<file path="config.mk">
export PLATFORM = sky130hd
export DESIGN_NAME = fetch_prefetch_queue
export DESIGN_NICKNAME = d
export VERILOG_FILES = /design/src/rtl/fetch_prefetch_queue_pkg.sv /design/src/rtl/fetch_prefetch_queue_storage.sv /design/src/rtl/fetch_prefetch_queue.sv
export SDC_FILE = /design/constraint.sdc
export NUM_CORES = 1
export LEC_CHECK = 0
export CAP_MARGIN = 20
export CORE_MARGIN = 10
export CORE_UTILIZATION = 50
export DETAILED_ROUTE_END_ITERATION = 8
export PLACE_DENSITY = 0.72
export SLEW_MARGIN = 20
export SYNTH_ARGS = -nofsm -noshare
export SYNTH_HDL_FRONTEND = slang
export SYNTH_SLANG_ARGS = --single-unit
</file>
<file path="constraint.sdc">
create_clock -name clk_i -period 3.7 [get_ports clk_i]
set_input_delay 1.11 -clock clk_i [delete_from_list [all_inputs] [get_ports clk_i]]
set_output_delay 1.11 -clock clk_i [all_outputs]
set_load 0.005 [all_outputs]
</file>
<file path="src/rtl/fetch_prefetch_queue_pkg.sv">
// Shared widths, entry type and pointer helper for the instruction prefetch queue.
package fetch_prefetch_queue_pkg;

   localparam int unsigned HALF_WORD = 16;
   localparam int unsigned WORD      = 32;

   typedef struct packed {
      logic [HALF_WORD-1:0] instr;
      logic [WORD-1:0]      pc;
   } fetch_entry_t;

   // Circular increment for queues whose depth need not be a power of two.
   function automatic int unsigned wrap_inc(input int unsigned ptr, input int unsigned depth);
      return (ptr == depth - 1) ? 0 : ptr + 1;
   endfunction

endpackage

</file>
<file path="src/rtl/fetch_prefetch_queue_storage.sv">
// Entry array for the prefetch queue: one write port, asynchronous read, data never reset.
module fetch_prefetch_queue_storage #(
   parameter int unsigned DEPTH  = 4,
   parameter int unsigned DATA_W = 48,
   parameter int unsigned PTR_W  = 2
) (
   input  logic              clk_i,
   input  logic              we_i,
   input  logic [PTR_W-1:0]  waddr_i,
   input  logic [DATA_W-1:0] wdata_i,
   input  logic [PTR_W-1:0]  raddr_i,
   output logic [DATA_W-1:0] rdata_o
);

   logic [DEPTH-1:0][DATA_W-1:0] mem;

   for (genvar e = 0; e < DEPTH; e++) begin : g_entry
      always_ff @(posedge clk_i) begin
         if (we_i && (waddr_i == PTR_W'(e)))
            mem[e] <= wdata_i;
      end
   end

   assign rdata_o = mem[raddr_i];

endmodule

</file>
<file path="src/rtl/fetch_prefetch_queue.sv">
// Instruction prefetch FIFO between fetch and decode with flush, stall hold and optional empty bypass.
module fetch_prefetch_queue
   import fetch_prefetch_queue_pkg::*;
#(
   parameter int unsigned DEPTH   = 4,
   parameter int unsigned INSTR_W = HALF_WORD,
   parameter int unsigned PC_W    = WORD,
   parameter int unsigned BYPASS  = 1,
   localparam int unsigned CNT_W  = $clog2(DEPTH + 1)
) (
   input  logic               clk_i,
   input  logic               reset_i,
   input  logic               flush_pipeline_i,
   input  logic               stall_pipeline_i,
   input  logic               is_valid_i,
   input  logic [INSTR_W-1:0] instruction_i,
   input  logic [PC_W-1:0]    program_counter_i,
   output logic               ready_o,
   output logic               is_valid_o,
   output logic [INSTR_W-1:0] instruction_o,
   output logic [PC_W-1:0]    program_counter_o,
   output logic [CNT_W-1:0]   count_o
);

   localparam int unsigned PTR_W   = $clog2(DEPTH);
   localparam int unsigned ENTRY_W = INSTR_W + PC_W;

   logic [PTR_W-1:0]   wr_ptr, rd_ptr;
   logic [ENTRY_W-1:0] rd_data;
   logic               empty, byp_act;
   logic               push, pop, byp_hit, push_st, pop_st;

   assign empty   = (count_o == '0);
   // Registered-only so the upstream PC enable never loops through decode stall.
   assign ready_o = (count_o < CNT_W'(DEPTH));
   assign byp_act = (BYPASS != 0) && empty && is_valid_i;

   assign is_valid_o = ~flush_pipeline_i & (~empty | byp_act);

   always_comb begin
      instruction_o     = '0;
      program_counter_o = '0;
      if (!empty) begin
         instruction_o     = rd_data[ENTRY_W-1:PC_W];
         program_counter_o = rd_data[PC_W-1:0];
      end else if (byp_act) begin
         instruction_o     = instruction_i;
         program_counter_o = program_counter_i;
      end
   end

   assign push    = is_valid_i & ready_o & ~flush_pipeline_i;
   assign pop     = is_valid_o & ~stall_pipeline_i & ~flush_pipeline_i;
   // A word that decode consumes straight off the input never touches storage.
   assign byp_hit = byp_act & push & pop;
   assign push_st = push & ~byp_hit;
   assign pop_st  = pop & ~empty;

   always_ff @(posedge clk_i or posedge reset_i) begin
      if (reset_i) begin
         wr_ptr  <= '0;
         rd_ptr  <= '0;
         count_o <= '0;
      end else if (flush_pipeline_i) begin
         wr_ptr  <= '0;
         rd_ptr  <= '0;
         count_o <= '0;
      end else begin
         if (push_st) wr_ptr <= PTR_W'(wrap_inc(32'(wr_ptr), DEPTH));
         if (pop_st)  rd_ptr <= PTR_W'(wrap_inc(32'(rd_ptr), DEPTH));
         case ({push_st, pop_st})
            2'b10:   count_o <= count_o + CNT_W'(1);
            2'b01:   count_o <= count_o - CNT_W'(1);
            default: count_o <= count_o;
         endcase
      end
   end

   fetch_prefetch_queue_storage #(
      .DEPTH  (DEPTH),
      .DATA_W (ENTRY_W),
      .PTR_W  (PTR_W)
   ) u_storage (
      .clk_i   (clk_i),
      .we_i    (push_st),
      .waddr_i (wr_ptr),
      .wdata_i ({instruction_i, program_counter_i}),
      .raddr_i (rd_ptr),
      .rdata_o (rd_data)
   );

endmodule

</file>
==> results.md, run 1 <==
* Vias per cell at between 5 and 6
* Setup TNS at 0 ns
* Row count at 47
* Power Total at 4.98 mW
* Unrepaired setup endpoints after global routing: no
* CTS buffer count at 17
* Final setup fails at 0
* Kind of critical path: flop to output pin
* Post-route antenna net violation count at 0
* Top Ports at 106
* Top_reg_cell synth: edfxtp_1
* Clock latency on the worst-skew pair at 0.43 ns
* Final cell area excluding filler cells at 10,200 um2
* First-pass GRT wire length at 27.1 mm
* Asr flop ratio synth at under 10%
* Resized cells post-CTS at 0
* Commonest non-fill, non-tap cell in the layout: edfxtp_1
* Detailed Routing Iterations Pass 1 at 5
* Number of synthesized register bits at 199
* DR iter-0 viols at 284
* Placed cells at 788
* Worst slew pin tran at approximately 0.58 ns
* CP Data Arrival Time at between 2 and 2.5 ns
* Die span in y at 149 um
* Vias in the first global route at 4,862
* Post-DP HPWL at 10.5 mm
* Crit end category: output pin
* Clock-pin slew on the worst setup and hold paths at ~0.07 ns
* GRT Overall Usage at approximately 16%
* Critical path startpoint category: flop
* PnR worst setup slack at 0.132 ns
* Share of the synthesized area in the top cell type at 69.5%
* Pleak at 3.50 nW
* Ranking of synthesized cells by area: edfxtp_1, mux4_2, mux4_1, nand2_1, nand3_1
* Placed cell area at 9640 um2
* Final Max Slew Viols at 0
* H-tree levels at 4
* Worst Setup Slack post-DPL at 0.182 ns
* # hold bufs at CTS at 0
* Worst Hold Depth at 2
* Max FO, Critical Path at 33
* Worst-case vdd ir drop at 0.000305 V
* Yosys cell types at 33
* Synth Warn # at 0
* Leading area contributor after synthesis: edfxtp_1
* Number of post-CTS setup repair buffers at 0
* Bufs on Longest Clock Path at 2
* Grt ovf at 0
* Post-route insts no fill at approximately 800
* IO Port Bufs at 105
* Slew margin rel. at 61.5%
* Total core area at 16,400 um2
* Synthesized area at 8290 um2
* Nets at approximately 650
* Via Count at 4,526
* CP Data Required Time at 2.59 ns
* Final setup skew at 0.00944 ns
* Antenna cells at 0
* DRC violations left at 0
* Initial antenna violation count at 0
* Chip Width at 149 um
* Pin count of the biggest net entering global routing at between 50 and 60
* Status: completed
* CTS sink cnt at 199
* Post-synth EDFFs at roughly 190
* Depth of the worst register-to-register path at 7
* Wire per inst at 21.0 um
* CTS root buf: clkbuf_16
* Final period util at 96.4%
* DRT Wirelength at 17.2 mm
* Syn Nets at 537
* Hold Path Class: flop to flop
* Syn avg cell area at about 17 um2
* FILL cells at 1,156
* Hold Violations, Final at 0
* Fraction of layout cells with a size suffix above 1 at around 15%
* Fmax at 280 MHz
* Initial core utilization at between 50% and 60%
* Pwr Density at 488 nW/um2
* Placer Congestion at 0.732
* Die area at around 22,000 um2
* CTS tree: done
* Post-synthesis sequential area ratio at 71.6%
* Tmin final at 3.57 ns
* Max-cap violations at 0
* Synth Instances at 478
* P&R area growth vs syn at 23.2%
* Most frequent cells in the layout: edfxtp_1, clkdlybuf4s50_1, nand2_1
==> where the power goes <==
part	switching, mW	internal (mW)
clock network	0.793	0.997
registers	0.0247	2.51
logic	0.301	0.353
==> through the flow <==
step	hold WS, ns	util (%)
global placement	0.576	58.7
CTS	0.602	62.2
global route	0.617	62.2
floorplan	0.557	-
finish	0.598	62.2
detailed placement	0.593	58.7
==> layer usage <==
metal  global-route usage [%]  wire [um]  up-vias
met1                     18.8       7140     2312
met3                     4.49        827        8
met4                     4.37        127        0
li1                         -          -     2093
met2                     28.0       9140      113
met5                        0          0        -
==> cell usage after synthesis, types with 2 or more instances <==
master,count
edfxtp_1,192
nand2_1,97
nand3_1,50
mux4_2,31
mux4_1,17
buf_2,13
buf_6,12
a21oi_1,7
dfrtp_1,7
ha_1,5
inv_1,5
o21ai_0,5
and3_1,4
buf_1,4
clkbuf_1,4
nand3b_1,3
nor2b_1,3
a21o_1,2
nor3_1,2
or3_1,2
==> path summary, 6_finish.rpt <==
path                                             start                      to  slack [ns]
worst max-delay path            count_o[0]$_DFFE_PP0P_    program_counter_o[0]        0.13
worst min-delay path             wr_ptr[0]$_DFFE_PP0P_   wr_ptr[0]$_DFFE_PP0P_        0.60
worst max register to register  count_o[0]$_DFFE_PP0P_  count_o[1]$_DFFE_PP0P_        0.93
worst min register to register   wr_ptr[0]$_DFFE_PP0P_   wr_ptr[0]$_DFFE_PP0P_        0.60
max in group asynchronous                      reset_i   rd_ptr[0]$_DFFE_PP0P_        2.50
min in group asynchronous                      reset_i  count_o[1]$_DFFE_PP0P_        0.94
==> final cells by class <==
| cell class | count | area, um2 | area share [%] |
|---|---|---|---|
| well taps | 220 | 275 | 2.70 |
| multi-input cells | 241 | 2110 | 20.7 |
| repair buffers | 123 | 1280 | 12.5 |
| inverters | 5 | 18.8 | 0.184 |
| clock buffers | 17 | 425 | 4.17 |
| flip-flops and latches | 199 | 5950 | 58.2 |
| clock inverters | 15 | 151 | 1.48 |
==> sequential cells by signal, summed over array words and instances (netlist names) <==
register and cells:
u_storage.mem 192, rd_ptr 2, count_o 3, wr_ptr 2
==> kinds of logic (layout without fill, tap and decap cells) <==
logic type | count (synthesis) | in the layout | synth area share, %
flip-flops | 199 | 199 | 71.6
AND/OR/NAND/NOR | 167 | 167 | 9.01
multiplexers | 49 | 49 | 13.9
buffers and inverters | 38 | 160 | 3.00
AO/OA/AOI/OAI | 18 | 18 | 1.30
adder cells (fa/ha/maj) | 6 | 6 | 0.996
XOR/XNOR | 1 | 1 | 0.106
==> critical path, stage by stage (launching register included) <==
cell and delay, ns:
dfrtp_1 0.53, or3_2 0.54, buf_4 0.28, nand2_1 0.15
nand2_1 0.06, clkdlybuf4s50_1 0.45
Power figures use the tool's default switching activity.
==> run 2: changes to the inputs <==
--- a/config.mk
+++ b/config.mk
@@ -9,7 +9,7 @@
 export CORE_MARGIN = 10
 export CORE_UTILIZATION = 50
 export DETAILED_ROUTE_END_ITERATION = 8
-export PLACE_DENSITY = 0.72
+export PLACE_DENSITY = 0.73
 export SLEW_MARGIN = 20
 export SYNTH_ARGS = -nofsm -noshare
 export SYNTH_HDL_FRONTEND = slang
==> results.md, run 2 (synthesized netlist as in run 1, its figures left out) <==
* Status: completed (unchanged)
* Vias in the first global route at 4,917 (was 4,862)
* Pin count of the biggest net entering global routing at 38 (was 56)
* Placer Congestion at 0.731 (was 0.732)
* CP Data Arrival Time at 2.44 ns (was 2.46 ns)
* Post-route antenna net violation count at 0 (unchanged)
* Hold Path Class: flop to flop (unchanged)
* Most flops, register: u_storage.mem (unchanged)
* Placed cells at 793 (was 788)
* Setup TNS at 0 ns (unchanged)
* Final period util at 96.0% (was 96.4%)
* Flop-to-flop setup slack at 1.04 ns (was 0.93 ns)
* Most frequent cells in the layout: edfxtp_1, clkdlybuf4s50_1, nand2_1 (unchanged)
* Fmax at 282 MHz (was 280 MHz)
* Row count at 47 (unchanged)
* Clock-pin slew on the worst setup and hold paths at 0.07 ns (about the same)
* DR iter-0 viols at 281 (was 284)
* Number of post-CTS setup repair buffers at 0 (unchanged)
* Final core utilization at 62.3% (was 62.2%)
* Pwr Density at 487 nW/um2 (was 488 nW/um2)
* Fraction of layout cells with a size suffix above 1 at 15.9% (was 15.0%)
* Tmin final at 3.55 ns (was 3.57 ns)
* DRT Wirelength at 17.7 mm (was 17.2 mm)
* Crit-path leading delay family: buffers and inverters (was simple AND/OR/NAND/NOR gates)
* Worst slew pin tran at 0.610 ns (was 0.577 ns)
* Chip Width at 149 um (unchanged)
* IO Port Bufs at 105 (unchanged)
* Bufs on Longest Clock Path at 2 (unchanged)
* GRT Overall Usage at 16.4% (was 15.9%)
* Number of flip-flops in the largest register at 192 (unchanged)
* Vias per cell at 5.63 (was 5.52)
* CP most frequent cell: nand2_1 (unchanged)
* Crit end category: output pin (unchanged)
* Critical-path top delay cell: dfrtp_4 (was or3_2)
* CTS sink cnt at 199 (unchanged)
* Grt ovf at 0 (unchanged)
* Initial core utilization at 50.5% (unchanged)
* CP bufs+invs at 2 (unchanged)
* Die area at 22,100 um2 (unchanged)
* FILL cells at 1,143 (was 1,156)
* First-pass GRT wire length at 27.8 mm (was 27.1 mm)
* Max FO, Critical Path at 18 (was 33)
* CP Data Required Time at 2.59 ns (about the same)
* Detailed Routing Iterations Pass 1 at 4 (was 5)
* Antenna cells at 0 (unchanged)
* Worst-case vdd ir drop at 0.000341 V (was 0.000305 V)
* Final Max Slew Viols at 0 (unchanged)
* DRC violations left at 0 (unchanged)
* Critical path startpoint category: flop (unchanged)
* P&R area growth vs syn at 23.3% (was 23.2%)
* Top Ports at 106 (unchanged)
* Final setup skew at 0.00989 ns (was 0.00944 ns)
* Initial antenna violation count at 0 (unchanged)
* Die span in y at 149 um (unchanged)
* Clock latency on the worst-skew pair at 0.44 ns (was 0.43 ns)
* H-tree levels at 4 (unchanged)
* Max-cap violations at 0 (unchanged)
* CP max stage delay at 0.60 ns (was 0.54 ns)
* Post-route insts no fill at 825 (was 820)
* Via Count at 4,646 (was 4,526)
* Pleak at 3.51 nW (was 3.50 nW)
* CTS root buf: clkbuf_16 (unchanged)
* Final setup fails at 0 (unchanged)
* Top Registers: u_storage.mem x192, count_o x3 (unchanged)
* Slew margin rel. at 59.2% (was 61.5%)
* Wire per inst at 21.4 um (was 21.0 um)
* Nets at 651 (was 646)
* Commonest non-fill, non-tap cell in the layout: edfxtp_1 (unchanged)
* Total core area at 16,400 um2 (unchanged)
* Hold Violations, Final at 0 (unchanged)
* Kind of critical path: flop to output pin (unchanged)
* Unrepaired setup endpoints after global routing: no (unchanged)
* CP Cell Sequence: buf_12 -> mux4_1 -> nand2_1 -> nand2_1 -> clkdlybuf4s50_1 (was or3_2 -> buf_4 -> nand2_1 -> nand2_1 -> clkdlybuf4s50_1)
* Post-DP HPWL at 11.0 mm (was 10.5 mm)
* CTS buffer count at 17 (unchanged)
* CTS tree: done (unchanged)
## run 2: changes by cell type in the layout (fill, tap and decap cells not counted)
cell / delta
inv_6: -1
clkinv_1: -1
buf_12: -2
buf_4: +7
dfrtp_4: +1
dfrtp_2: -1
clkinv_4: -1
clkinvlp_4: +3
inv_8: +3
bufinv_16: -1
clkinv_2: -2
## run 2: through the flow
step                      total power, mW  cell area [um2]  worst slack (ns)  hold WS (ns)
after floorplan                      2.91             8290             0.341         0.557
after global placement               3.24             9650             0.203         0.574
after detailed placement             3.26             9650             0.174         0.591
after CTS                            5.03            10200           0.00538         0.602
after global routing                 5.19            10200            0.0243         0.631
final                                4.98            10200             0.149         0.605
## run 2: worst paths after layout
| path | from | endpoint | cells past startpoint |
|---|---|---|---|
| worst max-delay path | rd_ptr[0]$_DFFE_PP0P_ | program_counter_o[28] | 5 |
| worst min-delay path | wr_ptr[0]$_DFFE_PP0P_ | wr_ptr[0]$_DFFE_PP0P_ | 2 |
| worst max register to register | count_o[2]$_DFFE_PP0P_ | count_o[1]$_DFFE_PP0P_ | 8 |
| worst min register to register | wr_ptr[0]$_DFFE_PP0P_ | wr_ptr[0]$_DFFE_PP0P_ | 2 |
| max in group asynchronous | reset_i | rd_ptr[1]$_DFFE_PP0P_ | 2 |
| min in group asynchronous | reset_i | rd_ptr[0]$_DFFE_PP0P_ | 2 |
## run 2: what timing repair did
item,4_1_cts,5_1_grt
hold buffers,0,0
resized for setup,0,1
endpoints found under the hold margin,0,0
setup endpoints to repair,0,15
## run 2: cell type report
type / count / area, um2 / share of cell area, %
repair buffers: 128 / 1290 / 12.7
inverters: 5 / 18.8 / 0.184
well taps: 220 / 275 / 2.69
clock inverters: 15 / 146 / 1.43
multi-input cells: 241 / 2110 / 20.7
flip-flops and latches: 199 / 5950 / 58.2
clock buffers: 17 / 425 / 4.16
## run 2: worst min-delay path, delay by kind of cell (launching register included)
family         cells  cell delay, ns
flip-flops         1            0.42
AO/OA/AOI/OAI      2            0.15
## run 2: power by group
group | switching, mW | internal, mW
sequential | 0.0200 | 2.51
clock | 0.837 | 0.944
combinational | 0.313 | 0.357
total | 1.17 | 3.81
## run 2: layer usage
layer / track usage, % / part of all wire, % / up-vias
met5: 0 / 0 / -
met3: 3.67 / 5.1 / 15
met1: 20.1 / 41 / 2401
met2: 28.1 / 53 / 127
met4: 5.54 / 1.2 / 0
li1: - / - / 2103
==> run 3: changes to the inputs <==
--- a/config.mk
+++ b/config.mk
@@ -10,6 +10,7 @@
 export CORE_UTILIZATION = 50
 export DETAILED_ROUTE_END_ITERATION = 8
 export PLACE_DENSITY = 0.73
+export RECOVER_POWER = 100
 export SLEW_MARGIN = 20
 export SYNTH_ARGS = -nofsm -noshare
 export SYNTH_HDL_FRONTEND = slang
==> results.md, run 3 (synthesized netlist as in run 1, its figures left out) <==
* GRT Overall Usage at 16.4% (unchanged)
* Reg-to-reg critical path endpoint: count_o[1]$_DFFE_PP0P_ (unchanged)
* Max FO, Critical Path at 5 (was 18)
* Max-cap violations at 0 (unchanged)
* Final setup skew at 0.0143 ns (was 0.00989 ns)
* Worst Setup Slack post-DPL at 0.174 ns (unchanged)
* Met3 Usage GRT at 3.67% (unchanged)
* Vias in the first global route at 4,917 (unchanged)
* Pwr Density at 487 nW/um2 (about the same)
* Unrepaired setup endpoints after global routing: no (unchanged)
* Bufs on Longest Clock Path at 2 (unchanged)
* First-pass GRT wire length at 27.8 mm (unchanged)
* FF-to-FF Start: count_o[2]$_DFFE_PP0P_ (unchanged)
* Total core area at 16,400 um2 (unchanged)
* Hold Violations, Final at 0 (unchanged)
* Wire per inst at 21.4 um (about the same)
* Worst-case vdd ir drop at 0.000337 V (was 0.000341 V)
* Die area at 22,100 um2 (unchanged)
* Detailed Routing Iterations Pass 1 at 6 (was 4)
* Pint at 3.80 mW (was 3.81 mW)
* Crit end category: output pin (unchanged)
* Placer Congestion at 0.731 (unchanged)
* Grt ovf at 0 (unchanged)
* Met1 Use GR at 20.1% (unchanged)
* CTS tree: done (unchanged)
* Post-DP HPWL at 11.0 mm (unchanged)
* Most frequent cells in the layout: edfxtp_1, nand2_1, dlygate4sd3_1 (was edfxtp_1, clkdlybuf4s50_1, nand2_1)
* Crit path from: instruction_i[2] (was rd_ptr[0]$_DFFE_PP0P_)
* Kind of critical path: primary input to output pin (was flop to output pin)
* Fraction of layout cells with a size suffix above 1 at 15.5% (was 15.9%)
* CP Data Arrival Time at 2.48 ns (was 2.44 ns)
* Setup TNS at 0 ns (unchanged)
* Number of flip-flops in the largest register at 192 (unchanged)
* CTS buffer count at 17 (unchanged)
* DRC violations left at 0 (unchanged)
* CP Data Required Time at 2.59 ns (about the same)
* Pleak at 3.51 nW (about the same)
* Commonest non-fill, non-tap cell in the layout: edfxtp_1 (unchanged)
* DR iter-0 viols at 265 (was 281)
* Final Max Slew Viols at 0 (unchanged)
* DRT Wirelength at 17.6 mm (was 17.7 mm)
* Worst Hold Depth at 2 (unchanged)
* Psw at 1.17 mW (about the same)
* Met2 Track Usage GR at 28.1% (unchanged)
* Footprint of the multi-input gates at 2110 um2 (unchanged)
* Storage cell area at 5950 um2 (unchanged)
* Sw frac at 23.5% (about the same)
* Status: completed (unchanged)
* Reg power frac at 51.0% (was 50.8%)
* Slew margin rel. at 42.0% (was 59.2%)
* Worst slew pin tran at 0.870 ns (was 0.610 ns)
* Row count at 47 (unchanged)
* H-tree levels at 4 (unchanged)
* Nets at 651 (unchanged)
* Power Total at 4.96 mW (was 4.98 mW)
* Top Ports at 106 (unchanged)
* Initial antenna violation count at 1 (was 0)
* Fmax at 278 MHz (was 282 MHz)
* Vias per cell at 5.63 (about the same)
* Top Registers: u_storage.mem x192, count_o x3 (unchanged)
* Final setup fails at 0 (unchanged)
* Hold Path Class: flop to flop (unchanged)
* Chip Width at 149 um (unchanged)
* Clock latency on the worst-skew pair at 0.44 ns (about the same)
* Depth of the worst register-to-register path at 8 (unchanged)
* Critical path startpoint category: primary input (was flop)
* Final period util at 97.0% (was 96.0%)
* CTS sink cnt at 199 (unchanged)
* P&R area growth vs syn at 22.8% (was 23.3%)
* Most flops, register: u_storage.mem (unchanged)
* Via Count at 4,647 (was 4,646)
* Clock-pin slew on the worst setup and hold paths at 0.07 ns (about the same)
* Global route hottest layer: met2 (unchanged)
* Pin count of the biggest net entering global routing at 38 (unchanged)
* PnR worst setup slack at 0.109 ns (was 0.149 ns)
* FILL cells at 1,153 (was 1,143)
* Tmin final at 3.59 ns (was 3.55 ns)
* Post-route antenna net violation count at 0 (unchanged)
* Die span in y at 149 um (unchanged)
* End of the worst hold path: wr_ptr[0]$_DFFE_PP0P_ (unchanged)
* Clk pwr share at 35.8% (was 35.7%)
* Combinational power share at 13.2% (was 13.5%)
* IO Port Bufs at 105 (unchanged)
* Initial core utilization at 50.5% (unchanged)
* Flop-to-flop setup slack at 0.94 ns (was 1.04 ns)
* Hold wc startpoint: wr_ptr[0]$_DFFE_PP0P_ (unchanged)
* CTS root buf: clkbuf_16 (unchanged)
* Final core utilization at 62.1% (was 62.3%)
run 3: cell types whose count changed in the layout (fill, tap and decap cells not counted):
| cell | delta |
|---|---|
| dlygate4sd3_1 | +54 |
| clkbuf_4 | +1 |
| clkbuf_2 | +8 |
| buf_4 | -10 |
| buf_12 | -1 |
| clkbuf_1 | +2 |
| diode_2 | +1 |
| clkdlybuf4s50_1 | -54 |
run 3: cell type report:
class,instances,share of cell area (%)
Tap cell,220,2.70
Clock buffer,17,4.18
Inverter,5,0.184
Timing Repair Buffer,128,12.3
Clock inverter,15,1.44
Multi-Input combinational cell,241,20.8
Sequential cell,199,58.4
Antenna cell,1,0.0246
run 3: worst max path at each step:
stage | depth (start not counted) | to
after floorplan | 3 | u_storage.mem[0]$_DFFE_PP_
after detailed placement | 7 | count_o[1]$_DFFE_PP0P_
after global placement | 4 | instruction_o[4]
after global routing | 5 | program_counter_o[9]
final | 4 | instruction_o[2]
after CTS | 5 | program_counter_o[7]
run 3: timing repair:
action / CTS / global route
hold buffers: 0 / 0
endpoints found under the setup margin: 0 / 15
resized for setup: 0 / 1
setup buffers: 0 / 0
run 3: power by group through the flow:
stage          clock network, mW  logic (mW)  registers, mW
4_1_cts                     1.82       0.685           2.53
5_1_grt                     1.92       0.717           2.53
6_report                    1.78       0.655           2.53
3_3_place_gp                   0       0.666           2.58
2_1_floorplan                  0       0.339           2.57
3_5_place_dp                   0       0.681           2.58
run 3: worst max-delay path, cell delays in order:
cell and delay [ns]:
dlygate4sd3_1 0.64, nand3_1 0.10, nand2_1 0.11, clkdlybuf4s50_1 0.52
run 3: per-layer routing:
layer  up-vias  wire length (um)
met4         0               227
met2       121              9280
met1      2402              7330
li1       2107                 -
met3        17               808
met5         -                 0
run 3: through the flow:
step	cells	hold WS (ns)	cell area [um2]
3_3_place_gp	793	0.574	9650
4_1_cts	825	0.602	10200
5_1_grt	826	0.631	10200
3_5_place_dp	793	0.591	9650
6_report	826	0.606	10200
2_1_floorplan	478	0.557	8290
